<file path="config.mk">
export PLATFORM = sky130hd
export DESIGN_NAME = prog_mem_loader
export DESIGN_NICKNAME = d
export VERILOG_FILES = /design/src/rtl/prog_mem_loader.sv
export SDC_FILE = /design/constraint.sdc
export NUM_CORES = 1
export LEC_CHECK = 0
export CAP_MARGIN = 20
export CORE_UTILIZATION = 30
export DETAILED_ROUTE_END_ITERATION = 10
export GPL_ROUTABILITY_DRIVEN = 1
export PLACE_DENSITY = 0.51
export REMOVE_ABC_BUFFERS = 1
export SLEW_MARGIN = 0
export SYNTH_ARGS = -nofsm -noshare
export SYNTH_HDL_FRONTEND = slang
export SYNTH_SLANG_ARGS = --single-unit
</file>
<file path="constraint.sdc">
create_clock -name clk -period 3.25 [get_ports clk]
set_clock_uncertainty 0.15 [all_clocks]
set_input_delay 0.325 -clock clk [delete_from_list [all_inputs] [get_ports clk]]
set_output_delay 0.325 -clock clk [all_outputs]
set_load 0.02 [all_outputs]
</file>
<file path="src/rtl/prog_mem_loader.sv">
// Program RAM for the CPU fetch port: zeroed after reset, reloadable from a
// valid/ready byte stream while the CPU is held in reset.
module prog_mem_loader #(
  parameter int AW      = 4,
  parameter int DEPTH   = 16,
  parameter int DW      = 8,
  parameter int TIMEOUT = 1000
) (
  input  logic          clk,
  input  logic          reset,
  input  logic [AW-1:0] adr,
  output logic [DW-1:0] dout,
  output logic          cpu_run,
  input  logic          ld_start,
  input  logic          ld_valid,
  input  logic [DW-1:0] ld_data,
  output logic          ld_ready,
  output logic          ld_done,
  output logic          ld_err,
  output logic [DW-1:0] chk
);

  localparam int CW = $clog2(TIMEOUT + 1);
  localparam logic [AW-1:0] LAST_ADR  = AW'(DEPTH - 1);
  localparam logic [CW-1:0] IDLE_LAST = CW'(TIMEOUT - 1);

  typedef enum logic [1:0] {CLEAR, RUN, LOAD, DONE} state_t;

  state_t        state;
  logic [AW-1:0] wr_ptr;
  logic [CW-1:0] idle_cnt;
  logic [DW-1:0] mem [DEPTH];

  logic          hs;
  logic          we;
  logic [DW-1:0] wd;

  function automatic logic [DW-1:0] wrap_add(input logic [DW-1:0] a, input logic [DW-1:0] b);
    return a + b;
  endfunction

  assign hs = (state == LOAD) & ld_valid & ld_ready;
  // CLEAR writes NOPs; a reset edge never writes, so an interrupted load cannot land a byte.
  assign we = ~reset & ((state == CLEAR) | hs);
  assign wd = (state == LOAD) ? ld_data : '0;

  always_ff @(posedge clk) begin
    if (reset) begin
      state    <= CLEAR;
      wr_ptr   <= '0;
      cpu_run  <= 1'b0;
      ld_ready <= 1'b0;
      ld_done  <= 1'b0;
      ld_err   <= 1'b0;
      chk      <= '0;
      idle_cnt <= '0;
    end else begin
      ld_done <= 1'b0;
      case (state)
        CLEAR: begin
          wr_ptr <= wr_ptr + 1'b1;
          if (wr_ptr == LAST_ADR) begin
            state   <= RUN;
            cpu_run <= 1'b1;
          end
        end
        RUN: begin
          if (ld_start) begin
            state    <= LOAD;
            cpu_run  <= 1'b0;
            ld_ready <= 1'b1;
            wr_ptr   <= '0;
            chk      <= '0;
            ld_err   <= 1'b0;
            idle_cnt <= '0;
          end
        end
        LOAD: begin
          if (hs) begin
            chk      <= wrap_add(chk, ld_data);
            wr_ptr   <= wr_ptr + 1'b1;
            idle_cnt <= '0;
            if (wr_ptr == LAST_ADR) begin
              state    <= DONE;
              ld_ready <= 1'b0;
              ld_done  <= 1'b1;
            end
          end else if (idle_cnt == IDLE_LAST) begin
            // Abort keeps whatever was already written; CPU resumes on the mixed image.
            state    <= RUN;
            ld_err   <= 1'b1;
            ld_ready <= 1'b0;
            cpu_run  <= 1'b1;
          end else begin
            idle_cnt <= idle_cnt + 1'b1;
          end
        end
        DONE: begin
          state   <= RUN;
          cpu_run <= 1'b1;
        end
        default: state <= CLEAR;
      endcase
    end
  end

  always_ff @(posedge clk) begin
    if (we) mem[wr_ptr] <= wd;
  end

  assign dout = cpu_run ? mem[adr] : '0;

endmodule

</file>
Yosys cells after proc, flatten, opt, wreduce, memory -nomap -nowiden
Memory sizes are Yosys's and may differ from the RTL's.
Cells that the tools add are included.
{ "word_totals": {"word_cells": 75, "n_memories": 1, "in_bits": 16, "latchBits": 0, "mem_bits_ro": 0, "ram_bits": 128, "regBits": 28} }
{ "op_classes": {"div": 0, "n_addsub": 3, "mul": 0, "n_lt_le_gt_ge": 0, "shifts": 0, "muxes": 32, "n_eq_ne": 13, "n_reduce_logical": 11, "n_bitwise": 7} }
{ "memory_table": {"columns": ["memory", "depth", "width", "read_ports", "rd_clocked_by_memory_dff", "write_ports", "line", "rtl"], "rows": [
  ["mem", 16, 8, 1, 0, 1, "32", "logic [DW-1:0] mem [DEPTH];"]
]} }
{ "ops": {"columns": ["operator", "count"], "rows": [
  ["$mux 8", 4],
  ["$mux 10", 3],
  ["$pmux 10 s2", 1],
  ["$pmux 8 s2", 1],
  ["$reduce_and 4->1", 4],
  ["$pmux 4 s3", 1],
  ["$mux 1", 11],
  ["$add 10x1->10 const B", 1],
  ["$eq 10x10->1 const B", 1],
  ["$mux 2", 5],
  ["$reduce_and 3->1", 3],
  ["$add 8x8->8", 1],
  ["$mux 4", 2],
  ["$pmux 2 s4", 1],
  ["$ne 2x2->1 const B", 3],
  ["$ne 3x2->1 const B", 2],
  ["$add 4x1->4 const B", 1],
  ["$eq 2x2->1 const B", 2],
  ["$eq 4x4->1 const B", 1],
  ["$ne 2x1->1 const B", 2],
  ["$pmux 1 s2", 2],
  ["$pmux 1 s4", 1],
  ["$and 1x1->1", 3],
  ["$ne 3x3->1 const B", 1],
  ["7 further kinds", 9]
]} }

Longest topological paths before layout
{ "depth": {"ltp_word": 7, "ltp_mapped": 8} }

Worst setup path before layout
Ideal clock, no wire load.
{ "synth_path": {"path_type": "input-to-output", "start": "in adr[0]", "end": "out dout[0]", "path_stages": 5, "t_arrival_ns": 1.846, "slack_ns": 0.929, "required_time_ns": 2.775, "n_path_buf": 2, "cell_sequence": "buf_2 -> buf_6 -> mux4_2 -> mux4_2 -> and2_1"} }
{ "synth_between": {"elab_chain_cells": 2} }
{ "synth_lines": {"columns": ["item", "line", "rtl"], "rows": [
  ["start, declared", "11", "input logic [AW-1:0] adr,"],
  ["$mem_v2 16x8", null, null],
  ["$mux 8", "111", "assign dout = cpu_run ? mem[adr] : '0;"],
  ["end, declared", "12", "output logic [DW-1:0] dout,"]
]} }
No other way between the ends.

Final worst setup path
{ "layout_path": {"start": "in adr[2]", "end": "out dout[3]"} }
Same word-level chain as after synthesis.

==> out/qor.txt <==
Total track usage: 13.9%
CP endpoint kind: output pin
Via count: 3748
Fillers: 2049
Crit Path Max Fanout: 15
Total negative slack: 0 ns
# IOs: 36
Syn Area/Cell: 16.4 um^2
Initial Utilization: 30.6%
Ys Warns: 0
Hold path depth: 2
M2 GR Usage: 21.9%
PostCTS Resize Cnt: 0
Drt total wl: 14400 um
First drt pass iteration count: 4
Hold_ws: 0.325 ns
Status: finished clean
Endpoints failing setup: 0
Post-synth top area share: 57.5%
Slew Viols, Final: 0
Post-CTS Setup Inserts: 0
FP Rows: 54
Core area: 0.0218 mm^2
CTS Buf Count: 17
Worst Setup SP: adr[2]
Post-route minimum period: 3.14 ns
Fin crit share: 96.6%
Commonest non-fill, non-tap cells in the layout: 128 x edfxtp_1, 40 x mux4_2, 34 x and2_1, 34 x clkdlybuf4s50_1, 28 x dfxtp_1
Largest net degree at the start of global routing: 21
DIE WIDTH: 151 um
Reg-to-reg critical path endpoint: mem[1][1]
Vias per inst: 5.00
First-pass GRT wire length: 22700 um
Reg2Reg Depth: 6
Commonest non-fill, non-tap cell in the layout: edfxtp_1
Layout cell share with drive strength beyond 1: 18.1%
Async S/R FF share, synth: 0%
R2R Path Start: state[0]
Synth top area cells: edfxtp_1 58%, mux4_2 13%, dfxtp_1 8.4%
Die ar.: 0.0229 mm^2
Met3 global-route usage: 4.07%
CTS sink cnt: 156
FF+latch count, synth: 156
Post-Synthesis Cells: 407
Area Growth Syn to Fin: 20.0%
Rel. slew slack: 46.4%
CP arrival: 2.66 ns
Setup CP Type: in -> out
Ant diodes: 0
DRC viols: 0
Req. time, crit path: 2.77 ns
Gr busiest metal: met2
Initial antenna violation count: 0
Reg clk slew, reported paths: 0.06 ns
CTS tree: built
Number of global-route vias before repair: 3874
Worst-Skew Late Latency: 0.42 ns
Synth Flop Type: edfxtp_1
Detail Placement HPWL: 9990 um
Port Buffer Count: 35
EDFF count, synth: 128
Post-route ant nets: 0
CTS Hold Buffers Added: 0
Cell Pwr Density: 567 mW/mm^2
Post-synthesis cell type count: 45
Fmax: 319 MHz
Root buffer cell: clkbuf_16
Peak VDD IR: 0.339 mV
Worst min-delay path class: reg -> reg
Actual slew at the worst max-slew pin: 0.803 ns
GP Congestion: 0.731
Avg WL per Cell: 19.3 um
Final Hold Fails: 0
Leakage: 2.86 nW
Mapped Area: 0.00668 mm^2
FF-to-FF setup slack: 0.35 ns
Congestion Overflow GR: 0
Die Y-Extent: 151 um
Share of the yosys chip area belonging to registers: 65.9%
Maxcap violations: 0
H-tree Lvls: 4
Area leader, netlist: edfxtp_1
RSZ-0062 raised after global routing: false
Iteration-0 DRC count of the detailed router: 239
Nets: 489
Worst setup SP type: primary input
Clock Tree Buf Depth: 2
Crit path capture: dout[3]
Grt met1 use: 18.5%
==> final cells by class <==
type / count / area, um^2 / area share (%)
flip-flops and latches: 156 / 4400 / 54.9
multi-input cells: 226 / 2160 / 27.0
repair buffers: 47 / 485 / 6.05
clock buffers: 17 / 425 / 5.31
well taps: 280 / 350 / 4.37
clock inverters: 15 / 160 / 2.00
inverters: 8 / 30.0 / 0.375
==> where the power goes <==
part | internal, mW | leakage [nW] | switching [mW]
combinational | 0.159 | 1.01 | 0.193
sequential | 2.19 | 1.57 | 0.0328
clock | 1.15 | 0.288 | 0.829
==> stage by stage <==
stage / util (%) / cells / total power [mW] / area (um^2) / worst slack (ns)
after floorplan: - / 390 / 2.45 / 6590 / 0.684
after global placement: 34.1 / 717 / 2.61 / 7430 / 0.111
after detailed placement: 34.1 / 717 / 2.62 / 7430 / 0.109
after CTS: 36.7 / 749 / 4.60 / 8020 / 0.0963
after global routing: 36.7 / 749 / 4.71 / 8020 / 0.0313
final: 36.7 / 749 / 4.55 / 8020 / 0.111
==> cell families after synthesis <==
family / count (synthesis) / share of synthesized area, %
buf+inv: 25 / 1.78
compound gates: 56 / 5.28
simple gates: 105 / 9.10
flops: 156 / 65.9
xor+xnor: 6 / 0.787
fa+ha+maj: 17 / 3.30
mux: 42 / 13.8
==> cell usage after synthesis (2+ instances only) <==
library cell / number
inv_1: 8
nor2_1: 18
nor3_1: 5
o21bai_1: 2
a21oi_1: 18
buf_1: 4
nor4_1: 3
nand3_1: 6
buf_2: 2
nand4_1: 6
edfxtp_1: 128
nor4bb_1: 2
buf_6: 3
a22o_1: 6
nand2_1: 8
nand3b_1: 4
a21o_1: 4
clkbuf_1: 8
dfxtp_1: 28
nor2b_1: 3
and3_1: 5
ha_1: 16
xor2_1: 4
a211oi_1: 5
a31oi_1: 4
and2_1: 34
mux4_2: 40
xnor2_1: 2
nor3b_1: 4
o21ai_0: 12
==> routing by layer <==
layer,up-vias,part of all wire [%]
met1,1927,47
met4,0,0.76
li1,1723,-
met3,7,4.8
met5,-,0
met2,91,47
==> worst min path at each step <==
stage	startpoint	end
floorplan	reset	idle_cnt[1]
global placement	ld_err	ld_err
detailed placement	ld_err	ld_err
CTS	ld_err	ld_err
global route	idle_cnt[1]	idle_cnt[1]
finish	ld_err	ld_err
==> sequential cells by signal (all words and copies together) (netlist names) <==
register and count:
ld_ready 1, cpu_run 1, idle_cnt 10, mem 128, state 2, ld_err 1, ld_done 1, wr_ptr 4
chk 8
==> critical path, stage by stage <==
cell and delay [ns]:
clkdlybuf4s50_1 0.58, buf_12 0.19, mux4_2 0.32, mux4_2 0.52, and2_1 0.19, clkdlybuf4s50_1 0.53
Note: power is estimated with default switching activity, not from simulation.
